**src/rtl/rx_fifo.sv**
```systemverilog
// Purpose: FWFT receive buffer behind Rx_path, storing {err, data} per frame, with a sticky overflow flag and a saturating error count.
// Latency: a frame strobed at edge N is on rd_data after edge N; a pop exposes the next entry after the popping edge.
// Backpressure: none upstream (Rx_path cannot stall); a strobe while full and not popping is dropped and sets overflow.
//
// Ports:
//   clk, reset (async, active-low)
//   rx_valid/rx_err/rx_data : one-cycle frame strobe with error flag and word from Rx_path
//   rd_en                   : consumer pop request; ignored while empty
//   rd_data/rd_err          : head entry, forced to 0 while empty
//   empty/full/count        : occupancy, all derived from the registered count
//   overflow/err_count/clr  : sticky drop flag, saturating errored-frame count, synchronous clear of both
module rx_fifo #(
  parameter int WIDTH_SIZE = 16,
  parameter int DEPTH      = 8
) (
  input  logic                       clk,
  input  logic                       reset,
  input  logic                       rx_valid,
  input  logic                       rx_err,
  input  logic [WIDTH_SIZE-1:0]      rx_data,
  input  logic                       rd_en,
  output logic [WIDTH_SIZE-1:0]      rd_data,
  output logic                       rd_err,
  output logic                       empty,
  output logic                       full,
  output logic [$clog2(DEPTH):0]     count,
  output logic                       overflow,
  output logic [7:0]                 err_count,
  input  logic                       clr
);

  localparam int AW = $clog2(DEPTH);
  localparam int CW = AW + 1;

  // Each entry is {err, data}.
  logic [WIDTH_SIZE:0] mem [DEPTH];
  logic [AW-1:0]       wr_ptr;
  logic [AW-1:0]       rd_ptr;
  logic [CW-1:0]       count_q;
  logic                overflow_q;
  logic [7:0]          err_count_q;

  logic pop;
  logic wr;
  logic drop;

  assign empty = (count_q == '0);
  assign full  = (count_q == CW'(DEPTH));
  assign count = count_q;

  // A pop frees the slot in the same cycle, so a full FIFO still accepts a
  // strobe when the consumer pops. When empty there is no bypass: the pop is
  // ignored and the incoming word becomes the new head.
  assign pop  = rd_en & ~empty;
  assign wr   = rx_valid & (~full | pop);
  assign drop = rx_valid & full & ~pop;

  // Storage is deliberately not reset; the occupancy count guards reads.
  always_ff @(posedge clk) begin
    if (wr) begin
      mem[wr_ptr] <= {rx_err, rx_data};
    end
  end

  always_ff @(posedge clk or negedge reset) begin
    if (!reset) begin
      wr_ptr  <= '0;
      rd_ptr  <= '0;
      count_q <= '0;
    end else begin
      // DEPTH is a power of two, so the pointers wrap naturally.
      if (wr) begin
        wr_ptr <= wr_ptr + AW'(1);
      end
      if (pop) begin
        rd_ptr <= rd_ptr + AW'(1);
      end
      case ({wr, pop})
        2'b10:   count_q <= count_q + CW'(1);
        2'b01:   count_q <= count_q - CW'(1);
        default: count_q <= count_q;
      endcase
    end
  end

  // Error accounting includes dropped frames; clr wins over set/increment.
  always_ff @(posedge clk or negedge reset) begin
    if (!reset) begin
      overflow_q  <= 1'b0;
      err_count_q <= 8'd0;
    end else if (clr) begin
      overflow_q  <= 1'b0;
      err_count_q <= 8'd0;
    end else begin
      if (drop) begin
        overflow_q <= 1'b1;
      end
      if (rx_valid && rx_err && (err_count_q != 8'hFF)) begin
        err_count_q <= err_count_q + 8'd1;
      end
    end
  end

  assign overflow  = overflow_q;
  assign err_count = err_count_q;

  // Head entry is gated to zero while empty so stale array contents never leak.
  always_comb begin
    rd_data = '0;
    rd_err  = 1'b0;
    if (!empty) begin
      rd_data = mem[rd_ptr][WIDTH_SIZE-1:0];
      rd_err  = mem[rd_ptr][WIDTH_SIZE];
    end
  end

endmodule

```
**config.mk**
```make
export PLATFORM = sky130hd
export DESIGN_NAME = rx_fifo
export DESIGN_NICKNAME = d
export VERILOG_FILES = /design/src/rtl/rx_fifo.sv
export SDC_FILE = /design/constraint.sdc
export NUM_CORES = 1
export LEC_CHECK = 0
export ABC_AREA = 0
export ABC_CLOCK_PERIOD_IN_PS = 8600
export CELL_PAD_IN_SITES_DETAIL_PLACEMENT = 0
export CELL_PAD_IN_SITES_GLOBAL_PLACEMENT = 1
export CORE_UTILIZATION = 30
export CTS_CLUSTER_SIZE = 20
export DETAILED_ROUTE_END_ITERATION = 12
export DONT_BUFFER_PORTS = 1
export PLACE_DENSITY = 0.5
export SETUP_SLACK_MARGIN = 0.2
export SYNTH_ARGS = -nofsm -noshare
export SYNTH_HDL_FRONTEND = slang
export SYNTH_SLANG_ARGS = --single-unit
```
**constraint.sdc**
```tcl
create_clock -name clk -period 8.6 [get_ports clk]
set_input_delay 0.86 -clock clk [delete_from_list [all_inputs] [get_ports clk]]
set_output_delay 0.86 -clock clk [all_outputs]
set_load 0.03 [all_outputs]
```
==> results.cfg, run 1 <==
[placed_design]
dp_slack_ns = 5.44
dp_hpwl_mm = 7.37
portBuffers = 0
placed_area_sq_um = 6630
gp_congestion = 0.674

[setup_path]
worstSetupPathType = register to output pin
cp_max_fo = 20
cp.arrival_ns = 2.58
crit_path_end_kind = output pin
cp-start-kind = register
crit_required_ns = 7.74

[clock_tree]
cts_tree = built
cts_resized = 0
htree_levels = 4
cts_root_buffer = clkbuf_16
clk_latency_ns = 0.41
cts_buffer_depth = 2
cts_made_buffers = 17
clkTransAtPathRegs_ns = 0.06
cts_setup_buffers = 0
postCtsHoldBufs = 0
clock_sinks = 155

[finish]
fin_area_sq_um = 7220
final_cell_mix = edfxtp_1, mux4_2, nor2_1
final-seq-area_sq_um = 4560
fin_nets = 366
syn2layout_area_growth_pct = 15.5
final_common_cell = edfxtp_1
n_fill_cell = 1907
multi_input_area_sq_um = 1630
num_antenna_cells = 0
drive_gt1_frac = 0.271

[synthesis]
synth_fp_nets = 348
synth_xor_area_frac = 0.0154
synthMuxAreaShare = 0.157
ys.flop_type = edfxtp_1
synthAdderAreaFrac = 0.0120
postSynthCellCount = 320
synth-compound-area-share = 0.0188
synth_area_sq_um = 6250
yosysWarnings = 0
synth_seq_area_share = 0.729
synth_top_family_by_area = multiplexers
synth_cell_type_count = 37
synth-seq-cells = 155
synth_edf_count = 136
synthSimpleGateAreaFrac = 0.0524
avgSynthCellArea_sq_um = 19.5
synthArstFlopShare = 0.123

[global_routing]
grt_pass1_vias = 3235
grtUsageTotal = 0.125
busiest_layer = met2
antenna_found_initial = 0
grtUsageMet1 = 0.152
use_met3 = 0.0475
grt_pass1_wl_mm = 19.3
grt_max_degree = 21
grtUsageMet2 = 0.210
grt_overflow = 0

[timing]
fin_crit_ns = 3.44
holdWs_ns = 0.138
finalHoldViolCount = 0
setup_tns_ns = 0
worst_slack_ns = 5.16
final.setup_skew_ns = 0.00455
post-route-period-util = 0.400
rsz0062_at_grt = no
drv_slew = 0
tightest_slew_ns = 0.957
max_freq_ghz = 0.291
setup_viol = 0
max_slew_margin = 0.360

[floorplanning]
dieArea_sq_um = 21400
rows = 52
die_height_um = 146
core_sq_um = 20400
die-width_um = 146
start_util = 0.307
ios = 54

[route]
via_per_inst = 4.67
drcViolationCount = 0
ant_nets = 0
routed_wl_mm = 12.5
dr.pass1.iters = 4
drt_iter0_markers = 102
vias = 2897
avgRoutedWirePerCell_um = 20.2

[job]
maxCapViolCount = 0

[outcome]
status = completed

[power_and_ir_drop]
powerDensity_nw_per_um2 = 351
leakage_nw = 2.42
irDropWorstVdd_mv = 0.157

[worst_hold_path]
hp-class = input pin to async pin
-- through the flow --
step / instances / util / power (mW)
2_1_floorplan: 320 / - / 1.68
3_3_place_gp: 589 / 0.326 / 1.83
3_5_place_dp: 589 / 0.326 / 1.84
4_1_cts: 621 / 0.355 / 2.59
5_1_grt: 621 / 0.355 / 2.67
6_report: 621 / 0.355 / 2.53
-- cell type report --
type | instances | area share
Tap cell | 270 | 0.0468
Multi-Input combinational cell | 150 | 0.226
Clock buffer | 18 | 0.0594
Inverter | 2 | 0.00104
Timing Repair Buffer | 12 | 0.0125
Sequential cell | 155 | 0.632
Clock inverter | 14 | 0.0225
-- routing by layer --
metal	vias to the layer above	share of wire	wire length, um
li1	1321	-	-
met1	1517	0.43	5410
met2	53	0.51	6390
met3	6	0.052	649
met4	0	0.0069	87
met5	-	0	0
-- final timing paths --
check / from / to / slack, ns / cells after the start
max in group asynchronous: reset / rd_ptr[0] / 8.38 / 0
worst max-delay path: rd_ptr[1] / rd_data[0] / 5.16 / 4
worst min register to register: wr_ptr[2] / wr_ptr[2] / 0.59 / 1
min in group clk: clr / err_count[6] / 0.50 / 1
worst max register to register: count[2] / count[2] / 5.45 / 10
worst min-delay path: reset / count[1] / 0.14 / 0
-- cell families after synthesis --
group / after synthesis
AO/OA/AOI/OAI: 15
XOR/XNOR: 11
adder cells (fa/ha/maj): 6
buffers and inverters: 15
flip-flops: 155
multiplexers: 55
AND/OR/NAND/NOR: 63
-- flip-flops by register name (all words and copies together), names as in the netlist --
register and count:
err_count 8, overflow 1, mem 136, wr_ptr 3
rd_ptr 3, count 4
-- synthesized netlist by cell type, types with 2 or more instances --
cell type	count	share of area
edfxtp_1	136	0.65
mux4_2	34	0.12
nor2_1	26	0.016
dfrtp_1	19	0.076
mux2i_1	19	0.030
nand2_1	11	0.0066
buf_2	7	0.0056
xor2_1	7	0.0098
ha_1	6	0.012
nor3_1	6	0.0048
a21oi_1	4	0.0032
buf_6	4	0.0072
nand3_1	4	0.0032
nor2b_1	4	0.0040
xnor2_1	4	0.0056
nand2b_1	3	0.0030
or4_1	3	0.0036
a31oi_1	2	0.0020
clkbuf_1	2	0.0012
o31ai_1	2	0.0024
-- worst max-delay path: stages (launching register included) --
cell and delay [ns]:
dfrtp_1 0.87, buf_4 0.44, mux4_2 0.26, mux2i_1 0.07, nor2_1 0.51
-- power by group --
group          total (mW)  internal (mW)  leakage (nW)  switching [mW]
combinational       0.716          0.281         0.657           0.434
clock               0.742          0.436         0.287           0.307
sequential           1.08          0.943          1.48           0.134
total                2.53           1.66          2.42           0.875
Note: power is estimated with default switching activity, not from simulation.
==> run 2, diff against run 1 <==
--- a/config.mk
+++ b/config.mk
@@ -6,7 +6,7 @@
 export NUM_CORES = 1
 export LEC_CHECK = 0
 export ABC_AREA = 0
-export ABC_CLOCK_PERIOD_IN_PS = 8600
+export ABC_CLOCK_PERIOD_IN_PS = 3200
 export CELL_PAD_IN_SITES_DETAIL_PLACEMENT = 0
 export CELL_PAD_IN_SITES_GLOBAL_PLACEMENT = 1
 export CORE_UTILIZATION = 30
==> constraint.sdc (replaced) <==
create_clock -name clk -period 3.2 [get_ports clk]
set_input_delay 0.32 -clock clk [delete_from_list [all_inputs] [get_ports clk]]
set_output_delay 0.32 -clock clk [all_outputs]
set_load 0.03 [all_outputs]
==> run 2 against run 1 <==
Hold slack worse by 0.080 ns. Sequential power rose to 2.5 times the previous value. Combinational power increased to 3.1 times the previous value. Total power rose to 2.7 times the previous value. Utilization is 1.2 points higher. Register-to-register slack lost 4.8 ns. Critical path type is now register to register. Critical endpoint is now count[2]. Largest power group unchanged.
==> results.cfg, run 2 (synthesized netlist as in run 1, its figures left out) <==
[outcome]
status = completed

[job]
maxCapViolCount = 0

[finish]
largest-register = mem
fin_nets = 393
n_fill_cell = 1909
largest_register_ffs = 136
final_common_cell = edfxtp_1
fin_area_sq_um = 7470
syn2layout_area_growth_pct = 19.5
final_cell_mix = edfxtp_1, mux4_2, nor2_1
drive_gt1_frac = 0.257
stdcell_count = 648

[placed_design]
portBuffers = 0
placedCellCount = 597
dp_hpwl_mm = 7.23
placed_area_sq_um = 6700
gp_congestion = 0.693
dp_slack_ns = 0.665

[floorplanning]
start_util = 0.307
die_height_um = 146
core_sq_um = 20400
rows = 52
dieArea_sq_um = 21400
die-width_um = 146
ios = 54

[timing]
fin_crit_ns = 2.58
finalHoldViolCount = 0
post-route-period-util = 0.806
max_slew_margin = 0.391
holdWs_ns = 0.0574
final.setup_skew_ns = 0.00839
drv_slew = 0
worst_slack_ns = 0.620
rsz0062_at_grt = no
max_freq_ghz = 0.388
setup_viol = 0
tightest_slew_ns = 0.910
setup_tns_ns = 0

[setup_path]
cp-start-kind = register
cp_common_cell = xor2_1
cp_max_fo = 8
cp.arrival_ns = 2.88
cp_slowest_cell = dfrtp_1
worstSetupPathType = register to register
path_buf_inv = 1
crit_family = flip-flops
critPathMaxStageDelay_ns = 0.60
path_cells = nor4b_2 -> a21boi_2 -> inv_2 -> ha_1 -> xor2_1 -> ha_1 -> a21oi_1 -> xor2_1 -> nor2_1 -> xor2_1
crit_path_end_kind = register
crit_required_ns = 3.50

[power_and_ir_drop]
leakage_nw = 2.53
irDropWorstVdd_mv = 0.508
powerDensity_nw_per_um2 = 926

[clock_tree]
clock_sinks = 155
cts_resized = 0
postCtsHoldBufs = 19
cts_buffer_depth = 2
htree_levels = 4
cts_made_buffers = 17
cts_setup_buffers = 0
clk_latency_ns = 0.42
cts_tree = built
cts_root_buffer = clkbuf_16
clkTransAtPathRegs_ns = 0.06

[route]
dr_wl_met2_mm = 6.34
ant_nets = 0
dr.pass1.iters = 6
vias = 3000
routed_wl_mm = 12.5
avgRoutedWirePerCell_um = 19.3
wl_met3_um = 530
m1WireLength_mm = 5.51
via_per_inst = 4.63
drt_iter0_markers = 146
drcViolationCount = 0
top_layer_used = met4

[global_routing]
antenna_found_initial = 1
grt_pass1_wl_mm = 19.7
grt_max_degree = 35
grtUsageTotal = 0.129
grt_overflow = 0
grt_pass1_vias = 3288

[worst_hold_path]
hp-class = input pin to register
## run 2: report_power, final
part | internal, mW | switching [mW]
logic | 0.854 | 1.38
registers | 2.54 | 0.193
clock network | 1.15 | 0.805
total | 4.54 | 2.38
## run 2: worst paths after layout
kind,cells after the start,start,slack (ns),endpoint
worst min register to register,1,rd_ptr[0],0.52,rd_ptr[0]
worst max-delay path,10,count[3],0.62,count[2]
max in group asynchronous,1,reset,2.10,rd_ptr[0]
worst min-delay path,1,clr,0.06,err_count[3]
worst max register to register,10,count[3],0.62,count[2]
min in group asynchronous,1,reset,0.48,err_count[1]
## run 2: through the flow
| step | total power [mW] | utilization |
|---|---|---|
| after CTS | 7.08 | 0.367 |
| final | 6.92 | 0.367 |
| after detailed placement | 5.06 | 0.329 |
| after floorplan | 4.51 | - |
| after global routing | 7.29 | 0.367 |
| after global placement | 5.02 | 0.329 |
## run 2: layer usage
metal,vias to the layer above,global-route usage
met3,14,0.0403
met4,0,0.0453
met1,1551,0.153
li1,1377,-
met5,-,0
met2,58,0.219
## run 2: final cells by class
class | count | area (sq um) | area share
Timing Repair Buffer | 39 | 353 | 0.0472
Tap cell | 270 | 338 | 0.0452
Multi-Input combinational cell | 150 | 1630 | 0.219
Inverter | 2 | 7.51 | 0.00100
Clock inverter | 13 | 146 | 0.0196
Sequential cell | 155 | 4560 | 0.610
Antenna cell | 1 | 2.50 | 0.000335
Clock buffer | 18 | 429 | 0.0574
==> run 3, diff against run 2 <==
--- a/config.mk
+++ b/config.mk
@@ -6,14 +6,14 @@
 export NUM_CORES = 1
 export LEC_CHECK = 0
 export ABC_AREA = 0
-export ABC_CLOCK_PERIOD_IN_PS = 3200
+export ABC_CLOCK_PERIOD_IN_PS = 2310
 export CELL_PAD_IN_SITES_DETAIL_PLACEMENT = 0
 export CELL_PAD_IN_SITES_GLOBAL_PLACEMENT = 1
 export CORE_UTILIZATION = 30
 export CTS_CLUSTER_SIZE = 20
 export DETAILED_ROUTE_END_ITERATION = 12
 export DONT_BUFFER_PORTS = 1
-export PLACE_DENSITY = 0.5
+export PLACE_DENSITY = 0.52
 export SETUP_SLACK_MARGIN = 0.2
 export SYNTH_ARGS = -nofsm -noshare
 export SYNTH_HDL_FRONTEND = slang
==> constraint.sdc (replaced) <==
create_clock -name clk -period 2.31 [get_ports clk]
set_input_delay 0.231 -clock clk [delete_from_list [all_inputs] [get_ports clk]]
set_output_delay 0.231 -clock clk [all_outputs]
set_load 0.03 [all_outputs]
==> run 3 against run 2 <==
Clock skew fell by 0.0014 ns. Critical path type is now register to output pin. Critical endpoint is now rd_data[9]. Via count increased by 5.6%. Sequential cell count did not move. Hold slack gained 0.030 ns. Largest cell class unchanged. Worst setup slack worse by 0.62 ns. First-iteration DRC count down 2.1%. Wire length is 5.8% higher. Utilization up 2.7 points. Total power increased by 54%.
==> results.cfg, run 3 (synthesized netlist as in run 1, its figures left out) <==
[timing]
drv_slew = 0
final.setup_skew_ns = 0.00701
max_freq_ghz = 0.433
rsz0062_at_grt = yes
tightest_slew_ns = 0.891
post-route-period-util = 0.999
max_slew_margin = 0.404
finalHoldViolCount = 0
fin_crit_ns = 2.31
setup_tns_ns = 0
setup_viol = 0

[setup_path]
critPathMaxStageDelay_ns = 0.51
cp-start-kind = register
cp.arrival_ns = 2.08
crit_path_end_kind = output pin
worstSetupPathType = register to output pin
path_buf_inv = 3
reg2reg_slack_ns = 0.27
cp_max_fo = 4
crit_required_ns = 2.08
crit_family = multiplexers
path_cells = buf_4 -> clkbuf_16 -> mux4_2 -> mux2i_1 -> nor2_1 -> buf_4
cp_slowest_cell = mux4_2
cp_common_cell = buf_4

[placed_design]
placed_area_sq_um = 6980
dp_hpwl_mm = 7.26
gp_congestion = 0.702
portBuffers = 0
placedCellCount = 614

[clock_tree]
htree_levels = 4
cts_tree = built
clock_sinks = 155
clkTransAtPathRegs_ns = 0.06
clk_latency_ns = 0.41
cts_made_buffers = 17
cts_root_buffer = clkbuf_16
cts_buffer_depth = 2

[finish]
largest-register = mem
num_antenna_cells = 0
syn2layout_area_growth_pct = 28.2
drive_gt1_frac = 0.345
fin_area_sq_um = 8020
stdcell_count = 679
final_common_cell = edfxtp_1
fin_nets = 426
largest_register_ffs = 136
n_fill_cell = 1850
final_cell_mix = edfxtp_1, mux4_2, buf_4

[floorplanning]
core_sq_um = 20400
dieArea_sq_um = 21400
rows = 52
die_height_um = 146
start_util = 0.307
ios = 54
die-width_um = 146

[global_routing]
antenna_found_initial = 0
grt_overflow = 0
grt_pass1_vias = 3398
grt_pass1_wl_mm = 20.6
grt_max_degree = 37
grtUsageTotal = 0.133

[power_and_ir_drop]
p_total_mw = 10.7
irDropWorstVdd_mv = 0.673
powerDensity_nw_per_um2 = 1330
leakage_nw = 2.76

[route]
avgRoutedWirePerCell_um = 19.5
drcViolationCount = 0
routed_wl_mm = 13.2
ant_nets = 0
drt_iter0_markers = 143
via_per_inst = 4.67
vias = 3169
dr.pass1.iters = 4

[job]
maxCapViolCount = 0

[worst_hold_path]
hp-class = input pin to register

[outcome]
status = completed
-- run 3: metrics by stage --
| stage | hold WS (ns) | util | worst slack [ns] |
|---|---|---|---|
| 6_report | 0.0876 | 0.394 | 0.00202 |
| 4_1_cts | 0.0743 | 0.389 | -0.00677 |
| 2_1_floorplan | -0.0646 | - | -0.131 |
| 3_5_place_dp | -0.0638 | 0.343 | 0.199 |
| 3_3_place_gp | -0.0636 | 0.343 | 0.200 |
| 5_1_grt | 0.0985 | 0.394 | -0.0764 |
-- run 3: repair_timing --
action                     in CTS  in global routing
gates resized for setup         6                  4
setup endpoints to repair      18                 32
hold buffers                   20                  0
cloned                          4                  2
pin swaps                       1                 11
setup buffers                   5                  4
hold endpoints to repair      164                  0
-- run 3: worst reg2reg max path, cell delays in order, from the launching register on --
cell	delay [ns]
dfrtp_2	0.50
nor4b_4	0.18
a21boi_2	0.20
inv_4	0.07
ha_4	0.18
xor2_2	0.14
ha_2	0.19
a21oi_2	0.11
xor2_1	0.15
nor2_1	0.07
xor2_1	0.13
-- run 3: report_power, final --
group,internal [mW],switching (mW),total (mW)
registers,3.52,0.293,3.81
logic,2.02,2.19,4.21
clock network,1.58,1.07,2.65
total,7.12,3.55,10.7
-- run 3: worst paths after layout --
check                          start      endpoint  cells past startpoint
max in group asynchronous      reset     rd_ptr[0]                      1
min reg2reg                 count[3]      count[3]                      1
min                           rx_err  err_count[2]                      3
min in group asynchronous      reset  err_count[1]                      1
max                        rd_ptr[0]    rd_data[9]                      6
max reg2reg                 count[3]      count[2]                     10
-- run 3: final cells by class --
class,count,area (sq um),share of cell area
inverters,2,10.0,0.00125
clock inverters,11,123,0.0153
well taps,270,338,0.0421
clock buffers,19,433,0.0540
flip-flops and latches,155,4570,0.569
multi-input cells,150,1710,0.213
repair buffers,72,838,0.105
-- run 3: routing by layer --
metal,up-vias,global-route usage,part of all wire
li1,1443,-,-
met1,1673,0.177,0.46
met2,46,0.215,0.50
met3,7,0.0363,0.031
met4,0,0.0344,0.0069
met5,-,0,0
